### config.mk
export PLATFORM = sky130hd
export DESIGN_NAME = irq_request_latch
export DESIGN_NICKNAME = d
export VERILOG_FILES = /design/src/rtl/irq_request_latch.sv
export SDC_FILE = /design/constraint.sdc
export NUM_CORES = 1
export LEC_CHECK = 0
export BUFFER_PORTS_ARGS = -buffer_cell sky130_fd_sc_hd__buf_2
export CORE_MARGIN = 2
export CORE_UTILIZATION = 46
export DETAILED_ROUTE_END_ITERATION = 8
export HOLD_SLACK_MARGIN = 0.1
export PLACE_DENSITY_LB_ADDON = 0.3
export SYNTH_ARGS = -nofsm -noshare
export SYNTH_HDL_FRONTEND = slang
export SYNTH_SLANG_ARGS = --single-unit
### constraint.sdc
create_clock -name clk -period 1.25 [get_ports clk]
set_input_delay 0.3125 -clock clk [delete_from_list [all_inputs] [get_ports clk]]
set_output_delay 0.3125 -clock clk [all_outputs]
set_load 0.03 [all_outputs]
### src/rtl/irq_request_latch.sv
// irq_request_latch: interrupt request front end for the 8-bit priority encoder.
// It synchronizes the request lines and latches each source by edge or by level.
// It tracks pending and in-service state and drives a registered request vector.
//
// Optional build macro: IRQ_NESTING_EN
//   defined   : in-service tracking, eoi and priority-threshold masking are active
//   undefined : in_service stays 0, eoi is ignored, req_vec = pending & mask
//
// Ports:
//   clk        : clock, all state updates on the rising edge
//   rst_n      : asynchronous active-low reset
//   irq_in     : asynchronous request lines (bit 7 = highest priority)
//   edge_sel   : per-source mode, 1 = rising-edge latched, 0 = level
//   mask       : per-source enable, 1 = enabled
//   ack_valid  : single-cycle acknowledge strobe
//   ack_id     : index of the acknowledged source
//   eoi        : single-cycle end-of-interrupt strobe
//   req_vec    : registered masked request vector to the encoder
//   pending    : raw pending register
//   in_service : in-service register
//   overrun    : per-source pulse, an edge was lost because pending was already set
//   ack_err    : pulse, the acknowledged source was not requesting
module irq_request_latch #(
  parameter int unsigned SYNC_STAGES = 2,
  localparam int unsigned N_SRC = 8
) (
  input  logic             clk,
  input  logic             rst_n,
  input  logic [N_SRC-1:0] irq_in,
  input  logic [N_SRC-1:0] edge_sel,
  input  logic [N_SRC-1:0] mask,
  input  logic             ack_valid,
  input  logic [2:0]       ack_id,
  input  logic             eoi,
  output logic [N_SRC-1:0] req_vec,
  output logic [N_SRC-1:0] pending,
  output logic [N_SRC-1:0] in_service,
  output logic [N_SRC-1:0] overrun,
  output logic             ack_err
);

  // Newest sample enters at index 0; the synchronized value leaves at the top.
  logic [SYNC_STAGES-1:0][N_SRC-1:0] sync_q;
  logic [N_SRC-1:0] prev;

  logic [N_SRC-1:0] s;
  logic [N_SRC-1:0] rise;
  logic [N_SRC-1:0] ack_hit;
  logic [N_SRC-1:0] pending_next;
  logic [N_SRC-1:0] overrun_next;
  logic [N_SRC-1:0] in_service_next;
  logic [N_SRC-1:0] thr_mask;
  logic             ack_ok;
  logic             ack_bad;

  // Edge detection, acknowledge qualification and pending update.
  always_comb begin
    s       = sync_q[SYNC_STAGES-1];
    rise    = s & ~prev;
    ack_ok  = ack_valid & req_vec[ack_id];
    ack_bad = ack_valid & ~req_vec[ack_id];
    ack_hit = '0;
    if (ack_ok) begin
      ack_hit[ack_id] = 1'b1;
    end
    // A new edge in the same cycle as its ack keeps the bit set.
    pending_next = (edge_sel & ((pending & ~ack_hit) | rise)) | (~edge_sel & s);
    overrun_next = edge_sel & rise & pending & ~ack_hit;
  end

`ifdef IRQ_NESTING_EN
  logic [N_SRC-1:0] eoi_clr;

  // Highest in-service bit sets the threshold and is the one eoi retires.
  always_comb begin
    eoi_clr  = '0;
    thr_mask = '1;
    for (int unsigned i = 0; i < N_SRC; i++) begin
      if (in_service[i]) begin
        eoi_clr    = '0;
        eoi_clr[i] = 1'b1;
        thr_mask   = ~((N_SRC'(2) << i) - N_SRC'(1));
      end
    end
    in_service_next = in_service;
    if (eoi) begin
      in_service_next = in_service_next & ~eoi_clr;
    end
    // eoi clear uses the current state; the ack set lands on top of it.
    in_service_next = in_service_next | ack_hit;
  end
`else
  logic unused_eoi;
  assign unused_eoi = eoi;

  // Without nesting every pending, enabled source is presented.
  always_comb begin
    thr_mask        = '1;
    in_service_next = '0;
  end
`endif

  // State registers; req_vec trails pending/in_service by one cycle.
  always_ff @(posedge clk or negedge rst_n) begin
    if (!rst_n) begin
      sync_q     <= '0;
      prev       <= '0;
      pending    <= '0;
      in_service <= '0;
      req_vec    <= '0;
      overrun    <= '0;
      ack_err    <= 1'b0;
    end else begin
      sync_q     <= {sync_q[SYNC_STAGES-2:0], irq_in};
      prev       <= s;
      pending    <= pending_next;
      in_service <= in_service_next;
      req_vec    <= pending & mask & thr_mask;
      overrun    <= overrun_next;
      ack_err    <= ack_bad;
    end
  end

endmodule
======== Yosys cells after proc, flatten, opt, wreduce, memory -nomap -nowiden ========
Index checks and enable logic that the tools add are counted.
storage, ports and cells
  register bits ........................... 49
  bits of input ports ..................... 31
  output and inout port bits .............. 33
  word-level logic and storage cells ...... 31
operators by class
  magnitude comparators ................... 2
  muxes and demuxes ....................... 5
  bitwise logic cells ..................... 16
  reductions and logical operators ........ 1
operator list
  kind                  number
  $and A8 B8 Y8         8
  $not A8 Y8            3
  $or A8 B8 Y8          2
  $mux W8               1
  $lt A3 B4 Y1 const B  1
  $bmux W1 S3           1
  $demux W1 S3          1
  $ge A3 B1 Y1 const B  1
  $and A1 B1 Y1         2
  $mux W1               2
  $logic_and A1 B1 Y1   1
  $not A1 Y1            1

======== Longest topological paths before layout ========
Gate-level depths: netlist of run 1.
  depth in word-level cells ............... 10
  depth in mapped cells ................... 4
  gate-level depth less buffers ........... 3

======== Worst setup path after synthesis of run 1 ========
Ideal clock, no wire load.
  path type ............................... reg2reg
  from .................................... reg req_vec[0]
  to ...................................... reg pending[4]
  setup time .............................. 0.128 ns
  arrival ................................. 1.179 ns
  required time ........................... 1.122 ns
  path slack .............................. -0.057 ns
  cell stages (with the launch flop) ...... 4
  buffers on the path ..................... 0
  clock period less this slack ............ 1.307 ns
  cell sequence ........................... dfrtp_1 or4b_1 o211ai_2 o31ai_1
between the ends
  word-level cells in the longest chain between the ends .. 9
RTL lines
  what                           line  text
  start: declaration             35    output logic [N_SRC-1:0] req_vec,
  start signal: assignment       118   req_vec <= pending & mask & thr_mask;
  $bmux W1 S3                    60    ack_ok = ack_valid & req_vec[ack_id];
  $mux W1 (not written as such)  60
  $and A1 B1 Y1                  60
  $mux W8                        63    if (ack_ok) begin
  $not A8 Y8                     67    pending_next = (edge_sel & ((pending & ~ack_hit) | rise)) | (~edge_sel & s);
  $and A8 B8 Y8                  67
  $or A8 B8 Y8                   67
  $and A8 B8 Y8                  67
  $or A8 B8 Y8                   67
  net pending_next[4]            49    logic [N_SRC-1:0] pending_next;
  end signal: assignment         116   pending <= pending_next;
  end: declaration               36    output logic [N_SRC-1:0] pending,
The timed path passes the listed nets, and every way through them passes these cells. The select of a mux whose other input is x is not followed.

======== Final worst setup path of run 1 ========
  from .................................... reg req_vec[7]
  to ...................................... out req_vec[7]
No word-level cell between the ends.

==> results.toml, run 1 <==
[floorplan]
placementRows = 22
effective_utilization_at_floorplan = 0.484
die_span_x_microns = 66.3
io_pins = 64
core_region_area_sq_um = 3690
die_height_microns = 66.3
die_area_sq_um = 4400

[timing]
final_max_slew_viol_count = 0
fin_crit_sh = 0.969
hold_viol_final = 0
unrepaired_setup_endpoints_after_global_routing = "no"
max_freq_mhz = 825
fin_setup_tns_ps = 0
clock_skew_ps = 4.82
final.setup.worst_slack_ps = 38.3
timing.final.setup_violations = 0
layout_min_cycle_time_ps = 1210

[grt]
global_route.usage.total = 0.166
grt_pass1_vias = 1213
use_met1 = 0.202
grt_overflow_total = 0
grt_antenna_before_repair = 0
maximum_number_of_pins_on_one_net_before_global_route_repair = 50
first_pass_grt_wire_length_mm = 5.34
grt.met2_usage = 0.271
m3_gr_usage = 0.0579
grt.busiest_layer = "met2"

[setup_path]
timing_worst_setup_path_type = "reg -> out"
r2r.worst_path.cells = 3
critical_path_required_ps = 940
slowest_stage = "sky130_fd_sc_hd__dfrtp_1"
critical_path.max_fanout = 3
critical_path.endpoint = "req_vec[7]"
element_type_at_the_critical_path_end = "primary output"
arrival_ps = 900
worstSetupPathDepth = 1
cp-start-kind = "flop"
timing.rr.end = "pending[3]$_DFF_PN0_"
cp_top_family = "flip-flops"
worstPathBufferInverterCount = 1
r2r-start = "req_vec[0]$_DFF_PN0_"
critical_path.startpoint = "req_vec[7]$_DFF_PN0_"
timing.critical_path.slowest_cell_delay_ps = 410
crit_path_cell_trace = "clkbuf_4"
worst-r2r-setup-slack_ps = 80

[clock_tree]
cts_inserted_buffers = 5
clock_tree.htree_level_count = 2
cts.clk_slew.worst_paths_ps = 80
clk_latency_ps = 290
tritoncts_clock_tree = "done"
clock_tree.root_cell = "sky130_fd_sc_hd__clkbuf_8"
clock_path_buffers = 2
clock_sinks = 49

[power_and_ir_drop]
p_per_area_nw_per_um2 = 1520
worst_ir_drop_vdd_mv = 0.881
cellLeakagePower_nw = 1.18

[run_status]
result_of_the_run = "complete, no violations"

[worst_hold_path]
hp_class = "in -> reg"
origin_of_the_worst_min_delay_path = "irq_in[4]"

[placement]
dpl_worst_slack_ps = -105
placer_congestion = 0.780
dp.final_hpwl_mm = 2.33
port-buffer-count = 54

[drt]
dr.pass1.iters = 4
vias_per_cell = 4.89
wire_per_inst_microns = 12.6
detail_route.iter0.violations = 56
vias = 1228
finalWirelength_mm = 3.16
drtAntennaViolNets = 0
drc = 0

[synthesis]
postSynth.topFlopCell = "sky130_fd_sc_hd__dfrtp_1"
yosys_register_bits = 49
post_synth_xor_area_fraction = 0
synth_compound_gate_area_share = 0.0784
synth-adder-area-share = 0
yosysSeqAreaShare = 0.686
synth_top_family_by_area = "simple AND/OR/NAND/NOR gates"
synthesis.area_sq_um = 1790
number_of_synthesized_flops_with_an_enable_pin = 0
synthesized_area_fraction_occupied_by_and_or_nand_nor_cells = 0.174
yosys-mux-area-fraction = 0.0112
async_flop_share = 1.00
synth_warnings = 0
netlist-cell-type-count = 33
post_synth_inst_count = 134
mapped_avg_cell_area_sq_um = 13.3

[layout]
area_growth_pct = 28.8
final_layout_size_suffix_gt1_frac = 0.369
final_net_count = 233
insertedDiodeCount = 0

[run]
drv.max_cap_violation_count = 0
through the flow:
stage	util	hold WS, ps	total power [W]	instance area (sq um)	instances
global placement	0.581	311	0.00223	2140	241
detailed placement	0.581	315	0.00224	2140	241
floorplan	-	16.9	0.00206	1820	141
global route	0.624	102	0.00366	2300	251
finish	0.624	122	0.00349	2300	251
CTS	0.620	108	0.00353	2290	250
cell families (layout without fill, tap and decap cells):
logic type,after synthesis,in the layout
other,1,8
AND/OR/NAND/NOR,52,52
buffers and inverters,12,74
flip-flops,49,49
multiplexers,2,2
AO/OA/AOI/OAI,18,18
cells in the mapped netlist (2+ instances only):
| cell type | count | area (sq um) |
|---|---|---|
| sky130_fd_sc_hd__o21ai_1 | 3 | 15.0 |
| sky130_fd_sc_hd__and4b_1 | 2 | 20.0 |
| sky130_fd_sc_hd__and2_1 | 8 | 50.1 |
| sky130_fd_sc_hd__and3b_1 | 3 | 26.3 |
| sky130_fd_sc_hd__nor3b_1 | 3 | 22.5 |
| sky130_fd_sc_hd__o311ai_1 | 2 | 17.5 |
| sky130_fd_sc_hd__a21o_1 | 3 | 22.5 |
| sky130_fd_sc_hd__o21ai_0 | 2 | 10.0 |
| sky130_fd_sc_hd__mux2i_1 | 2 | 20.0 |
| sky130_fd_sc_hd__nand4b_1 | 2 | 17.5 |
| sky130_fd_sc_hd__nand4_1 | 2 | 12.5 |
| sky130_fd_sc_hd__o211a_1 | 2 | 20.0 |
| sky130_fd_sc_hd__buf_2 | 2 | 10.0 |
| sky130_fd_sc_hd__nand2_1 | 17 | 63.8 |
| sky130_fd_sc_hd__dfrtp_1 | 49 | 1230 |
| sky130_fd_sc_hd__nand3_1 | 4 | 20.0 |
| sky130_fd_sc_hd__nand2b_1 | 5 | 31.3 |
| sky130_fd_sc_hd__buf_4 | 8 | 60.1 |
state kept, by name, summed over array words and instances (netlist names):
signal and flops:
prev 8, s 8, pending 8, overrun 8, sync_q 8, req_vec 8
ack_err 1
layer usage:
metal  vias up  share of wire
li1        584              -
met1       597           0.41
met2        43           0.50
met3         4          0.077
met4         0          0.011
met5         -              0
cells in the final DEF (no fill, tap or decap), types with 2 or more instances in the layout:
| cell type | n |
|---|---|
| sky130_fd_sc_hd__buf_2 | 52 |
| sky130_fd_sc_hd__dfrtp_1 | 47 |
| sky130_fd_sc_hd__nand2_1 | 17 |
| sky130_fd_sc_hd__buf_4 | 9 |
| sky130_fd_sc_hd__and2_1 | 8 |
| sky130_fd_sc_hd__conb_1 | 8 |
| sky130_fd_sc_hd__nand2b_1 | 5 |
| sky130_fd_sc_hd__clkbuf_8 | 5 |
| sky130_fd_sc_hd__nand3_1 | 4 |
| sky130_fd_sc_hd__nor3b_1 | 3 |
| sky130_fd_sc_hd__and3b_1 | 3 |
| sky130_fd_sc_hd__o21ai_1 | 3 |
| sky130_fd_sc_hd__a21o_1 | 3 |
| sky130_fd_sc_hd__mux2i_1 | 2 |
| sky130_fd_sc_hd__nand4b_1 | 2 |
| sky130_fd_sc_hd__and4b_1 | 2 |
| sky130_fd_sc_hd__o21ai_0 | 2 |
| sky130_fd_sc_hd__nand4_1 | 2 |
| sky130_fd_sc_hd__o211a_1 | 2 |
| sky130_fd_sc_hd__o311ai_1 | 2 |
| sky130_fd_sc_hd__bufinv_16 | 2 |
| sky130_fd_sc_hd__clkbuf_4 | 2 |
| sky130_fd_sc_hd__dfrtp_2 | 2 |
timing repair:
action                                  in CTS  in global routing
setup buffers                                0                  1
hold endpoints to repair                    49                  0
endpoints found under the setup margin       0                  2
gates resized for setup                      0                  2
hold buffers                                 1                  0
cell type report:
cell class / count / area, sq um
Clock buffer: 5 / 68.8
Clock inverter: 3 / 65.1
Fill cell: 313 / 1390
Inverter: 1 / 3.75
Multi-Input combinational cell: 80 / 502
Sequential cell: 49 / 1230
Tap cell: 48 / 60.1
Timing Repair Buffer: 65 / 373
power by group:
| part | switching (W) | leakage [nW] | total, W | internal [W] |
|---|---|---|---|---|
| Clock | 0.000482 | 0.0681 | 0.00128 | 0.000794 |
| Combinational | 0.000301 | 0.523 | 0.000473 | 0.000172 |
| Sequential | 0.0000559 | 0.590 | 0.00174 | 0.00169 |
| Total | 0.000839 | 1.18 | 0.00349 | 0.00265 |
worst min path at each step:
stage / cells past startpoint / slack [ps] / to
3_3_place_gp: 2 / 310 / s[3]$_DFF_PN0_
6_report: 1 / 120 / sync_q[4]$_DFF_PN0_
2_1_floorplan: 0 / 20 / ack_err$_DFF_PN0_
4_1_cts: 1 / 110 / sync_q[7]$_DFF_PN0_
3_5_place_dp: 2 / 310 / pending[3]$_DFF_PN0_
5_1_grt: 1 / 100 / sync_q[1]$_DFF_PN0_
No activity file was read; power rests on OpenSTA's default activity.
==> run 2: changes to the inputs <==
--- a/config.mk
+++ b/config.mk
@@ -10,7 +10,7 @@
 export CORE_UTILIZATION = 46
 export DETAILED_ROUTE_END_ITERATION = 8
 export HOLD_SLACK_MARGIN = 0.1
-export PLACE_DENSITY_LB_ADDON = 0.3
+export PLACE_DENSITY = 0.72
 export SYNTH_ARGS = -nofsm -noshare
 export SYNTH_HDL_FRONTEND = slang
 export SYNTH_SLANG_ARGS = --single-unit
==> run 2 against run 1 <==
Compared with the run above:
- clock-buffer cell count unchanged
- routed wire length up 0.35%
- flip-flop and latch count unchanged
- largest power group unchanged
- final cell count rose by 0.80%
- fmax up 0.35%
- critical path type unchanged
==> results.toml, run 2 (synthesis gave the netlist of run 1 again) <==
[run_status]
result_of_the_run = "complete, no violations"

[timing]
layout_min_cycle_time_ps = 1210
final.setup.worst_slack_ps = 42.5
clock_skew_ps = 2.82
fin_crit_sh = 0.966
hold_ws_ps = 115
final_max_slew_viol_count = 0
hold_viol_final = 0
max_freq_mhz = 828
unrepaired_setup_endpoints_after_global_routing = "no"
timing.final.setup_violations = 0

[clock_tree]
clock_tree.htree_level_count = 2
cts_inserted_buffers = 5
clock_tree.root_cell = "sky130_fd_sc_hd__clkbuf_8"
clock_sinks = 49
clk_latency_ps = 300
cts.clk_slew.worst_paths_ps = 80
tritoncts_clock_tree = "done"
clock_path_buffers = 2

[drt]
drc = 0
drtAntennaViolNets = 0
dr.pass1.iters = 4
wire_per_inst_microns = 12.5
vias = 1221
finalWirelength_mm = 3.17
detail_route.iter0.violations = 65
vias_per_cell = 4.83

[placement]
dp.final_hpwl_mm = 2.37
dpl_worst_slack_ps = -94.4
port-buffer-count = 54
placer_congestion = 0.820

[setup_path]
timing.rr.end = "pending[4]$_DFF_PN0_"
timing.critical_path.slowest_cell_delay_ps = 390
critical_path.max_fanout = 3
critical_path.startpoint = "req_vec[5]$_DFF_PN0_"
element_type_at_the_critical_path_end = "primary output"
critical_path_required_ps = 940
arrival_ps = 900
cp-start-kind = "flop"
worstSetupPathDepth = 1
worstPathBufferInverterCount = 1
r2r.worst_path.cells = 3
critical_path.endpoint = "req_vec[5]"
crit_path_cell_trace = "buf_2"
slowest_stage = "sky130_fd_sc_hd__dfrtp_1"
timing_worst_setup_path_type = "reg -> out"
worst-r2r-setup-slack_ps = 80
r2r-start = "req_vec[0]$_DFF_PN0_"
cp_top_family = "flip-flops"

[power_and_ir_drop]
p_clk_frac = 0.285
worst_ir_drop_vdd_mv = 0.887
power.switching_fraction = 0.276
power_share_of_the_combinational_group = 0.152
p_per_area_nw_per_um2 = 1360
cellLeakagePower_nw = 1.17
power_frac_seq = 0.562
power.net_switching_w = 0.000857
power.internal_w = 0.00225

[grt]
grt_antenna_before_repair = 0
global_route.usage.total = 0.159
grt_overflow_total = 0
maximum_number_of_pins_on_one_net_before_global_route_repair = 50
first_pass_grt_wire_length_mm = 5.21
grt_pass1_vias = 1171

[floorplan]
die_span_x_microns = 66.3
io_pins = 64
die_area_sq_um = 4400
effective_utilization_at_floorplan = 0.484
core_region_area_sq_um = 3690
die_height_microns = 66.3
placementRows = 22

[worst_hold_path]
hp_class = "in -> reg"

[layout]
mostFrequentLayoutCell = "sky130_fd_sc_hd__buf_2"
insertedDiodeCount = 0
final_net_count = 235
layout_common_cells = "53 x sky130_fd_sc_hd__buf_2, 47 x sky130_fd_sc_hd__dfrtp_1, 17 x sky130_fd_sc_hd__nand2_1, 9 x sky130_fd_sc_hd__buf_4"
final_layout_size_suffix_gt1_frac = 0.366
area_growth_pct = 27.3

[run]
drv.max_cap_violation_count = 0
==> run 2: worst min path at each step <==
stage,depth (start not counted),slack [ps],endpoint,from
final,1,110,sync_q[3]$_DFF_PN0_,irq_in[3]
after global routing,1,100,sync_q[4]$_DFF_PN0_,irq_in[4]
after CTS,1,100,sync_q[6]$_DFF_PN0_,irq_in[6]
after detailed placement,2,310,s[3]$_DFF_PN0_,rst_n
after global placement,2,310,s[3]$_DFF_PN0_,rst_n
after floorplan,0,20,ack_err$_DFF_PN0_,rst_n
==> run 2: power groups by stage <==
stage | Combinational (W) | Clock, W | Sequential, W
after floorplan | 0.000168 | 0 | 0.00189
after global placement | 0.000458 | 0 | 0.00177
after detailed placement | 0.000466 | 0 | 0.00178
after CTS | 0.000470 | 0.000922 | 0.00175
after global routing | 0.000516 | 0.000984 | 0.00176
final | 0.000473 | 0.000886 | 0.00175
==> run 2: timing repair <==
action,in CTS,in global routing
setup endpoints to repair,0,1
setup buffers,0,0
resized for setup,0,3
hold buffers,1,2
hold endpoints to repair,49,2
==> run 2: cell type report <==
cell class                 count  area, sq um
multi-input combinational     80          502
clock buffer                   5         68.8
tap                           48         60.1
fill                         299         1410
inverter                       1         3.75
sequential                    49         1230
timing repair buffer          67          394
clock inverter                 3         17.5
==> run 2: metrics by stage <==
| stage | area (sq um) | std cells | utilization | setup TNS [ps] | total power (W) |
|---|---|---|---|---|---|
| 2_1_floorplan | 1820 | 141 | - | 0 | 0.00206 |
| 3_3_place_gp | 2150 | 242 | 0.583 | -400 | 0.00223 |
| 3_5_place_dp | 2150 | 242 | 0.583 | -551 | 0.00224 |
| 4_1_cts | 2250 | 251 | 0.610 | 0 | 0.00314 |
| 5_1_grt | 2270 | 253 | 0.617 | 0 | 0.00326 |
| 6_report | 2270 | 253 | 0.617 | 0 | 0.00310 |
==> run 2: per-layer routing <==
layer,share of wire,vias up,global-route usage
li1,-,589,-
met1,0.44,579,0.198
met2,0.47,48,0.261
met3,0.069,5,0.0460
met4,0.015,0,0.0612
met5,0,-,0
==> run 3: changes to the inputs <==
--- a/config.mk
+++ b/config.mk
@@ -9,8 +9,9 @@
 export CORE_MARGIN = 2
 export CORE_UTILIZATION = 46
 export DETAILED_ROUTE_END_ITERATION = 8
+export GPL_ROUTABILITY_DRIVEN = 0
 export HOLD_SLACK_MARGIN = 0.1
-export PLACE_DENSITY = 0.72
+export PLACE_DENSITY_LB_ADDON = 0.05
 export SYNTH_ARGS = -nofsm -noshare
 export SYNTH_HDL_FRONTEND = slang
 export SYNTH_SLANG_ARGS = --single-unit
==> run 3 against run 2 <==
Compared with the run above:
- global-route usage increased by 1.4 points
- sequential power is essentially flat
- final cell count is 2.8% higher
- critical path depth is the same
- sequential share of layout area decreased by 2.3 points
- via count grew 1.6%
- flip-flop and latch count did not move
- clock-buffer cell count stayed put
- non-clock buffer count up 8
- combinational power increased by 9.3%
- critical path type unchanged
- highest routed layer unchanged
==> results.toml, run 3 (synthesis gave the netlist of run 1 again) <==
[setup_path]
critical_path.endpoint = "req_vec[2]"
cp-start-kind = "flop"
slowest_stage = "sky130_fd_sc_hd__dfrtp_2"
timing_worst_setup_path_type = "reg -> out"
critical_path.max_fanout = 3
critical_path_required_ps = 940
cp_top_family = "flip-flops"
timing.rr.end = "pending[3]$_DFF_PN0_"
worst-r2r-setup-slack_ps = 80
worstSetupPathDepth = 1
critical_path.startpoint = "req_vec[2]$_DFF_PN0_"
element_type_at_the_critical_path_end = "primary output"
r2r-start = "req_vec[0]$_DFF_PN0_"
arrival_ps = 890
worstPathBufferInverterCount = 1
crit_path_cell_trace = "buf_4"
r2r.worst_path.cells = 3
timing.critical_path.slowest_cell_delay_ps = 420

[worst_hold_path]
hp_class = "in -> reg"
origin_of_the_worst_min_delay_path = "irq_in[7]"

[grt]
grt_antenna_before_repair = 0
maximum_number_of_pins_on_one_net_before_global_route_repair = 50
grt_overflow_total = 0
grt_pass1_vias = 1235
first_pass_grt_wire_length_mm = 5.58
global_route.usage.total = 0.173

[drt]
drc = 0
vias = 1241
detail_route.iter0.violations = 84
dr.pass1.iters = 4
finalWirelength_mm = 3.38
wire_per_inst_microns = 13.0
drtAntennaViolNets = 0
vias_per_cell = 4.77

[layout]
final_net_count = 243
finish.cell_count_without_fillers = 260
mostFrequentLayoutCell = "sky130_fd_sc_hd__buf_2"
insertedDiodeCount = 0
area_growth_pct = 33.0
layout_common_cells = "49 x sky130_fd_sc_hd__buf_2, 47 x sky130_fd_sc_hd__dfrtp_1, 17 x sky130_fd_sc_hd__nand2_1, 16 x sky130_fd_sc_hd__buf_4"
multi_input_comb_area_sq_um = 514
regArea_sq_um = 1230
nFillCells = 307
final_layout_size_suffix_gt1_frac = 0.382

[clock_tree]
cts.clk_slew.worst_paths_ps = 80
cts_inserted_buffers = 5
clock_sinks = 49
clock_path_buffers = 2
clock_tree.htree_level_count = 2
clk_latency_ps = 300
tritoncts_clock_tree = "done"
clock_tree.root_cell = "sky130_fd_sc_hd__clkbuf_8"

[power_and_ir_drop]
power.net_switching_w = 0.000862
power_share_of_the_combinational_group = 0.155
power_frac_seq = 0.522
p_per_area_nw_per_um2 = 1400
cellLeakagePower_nw = 1.21
power.internal_w = 0.00247
power.switching_fraction = 0.259
worst_ir_drop_vdd_mv = 0.935
p_clk_frac = 0.323

[timing]
clock_skew_ps = 6.26
fin_setup_tns_ps = 0
timing.final.setup_violations = 0
layout_min_cycle_time_ps = 1210
unrepaired_setup_endpoints_after_global_routing = "no"
max_freq_mhz = 828
fin_crit_sh = 0.966
final_max_slew_viol_count = 0
hold_viol_final = 0

[floorplan]
die_area_sq_um = 4400
core_region_area_sq_um = 3690
die_height_microns = 66.3
die_span_x_microns = 66.3
io_pins = 64
effective_utilization_at_floorplan = 0.484
placementRows = 22

[run]
drv.max_cap_violation_count = 0

[placement]
dp.cells = 244
port-buffer-count = 54
dp.final_hpwl_mm = 2.46

[run_status]
result_of_the_run = "complete, no violations"
run 3: cell types whose count changed in the layout (fill, tap and decap cells not counted), sizes merged:
cell,previous run,this run
bufinv,0,1
buf,64,66
clkinv,2,1
dlygate4sd3,3,5
clkinvlp,1,0
clkbuf,5,9
run 3: layout make-up:
type	instances	share of cell area
timing repair buffer	75	0.196
clock buffer	5	0.0290
sequential	49	0.517
tap	48	0.0253
inverter	1	0.00158
clock inverter	2	0.0147
multi-input combinational	80	0.216
run 3: what timing repair did:
action / in CTS / in global routing
setup endpoints to repair: 0 / 6
hold buffers: 1 / 4
gates resized for setup: 0 / 8
setup buffers: 0 / 4
hold endpoints to repair: 49 / 4
run 3: worst min path at each step:
stage,endpoint,cells after the start
finish,sync_q[7]$_DFF_PN0_,1
global route,sync_q[2]$_DFF_PN0_,1
CTS,sync_q[0]$_DFF_PN0_,1
detailed placement,s[3]$_DFF_PN0_,2
global placement,s[3]$_DFF_PN0_,2
floorplan,ack_err$_DFF_PN0_,0
run 3: stage by stage:
step	hold WS [ps]	total power [W]	setup slack, ps	utilization	area [sq um]
global placement	309	0.00223	-80.6	0.588	2170
floorplan	16.9	0.00206	1.23	-	1820
detailed placement	315	0.00225	-116	0.588	2170
finish	115	0.00333	42.7	0.644	2380
global route	102	0.00349	0.349	0.644	2380
CTS	102	0.00332	8.96	0.618	2280
run 3: per-layer routing:
layer | global-route usage | vias to the layer above | wire, microns
met5 | 0 | - | 0
met4 | 0.0689 | 0 | 61
met3 | 0.0562 | 6 | 209
met2 | 0.285 | 39 | 1740
met1 | 0.211 | 591 | 1370
li1 | - | 605 | -
run 3: power groups by stage:
stage / combinational, W / clock (W) / sequential (W)
global route: 0.000563 / 0.00118 / 0.00176
CTS: 0.000477 / 0.00110 / 0.00175
global placement: 0.000463 / 0 / 0.00177
finish: 0.000517 / 0.00108 / 0.00174
floorplan: 0.000168 / 0 / 0.00189
detailed placement: 0.000472 / 0 / 0.00178
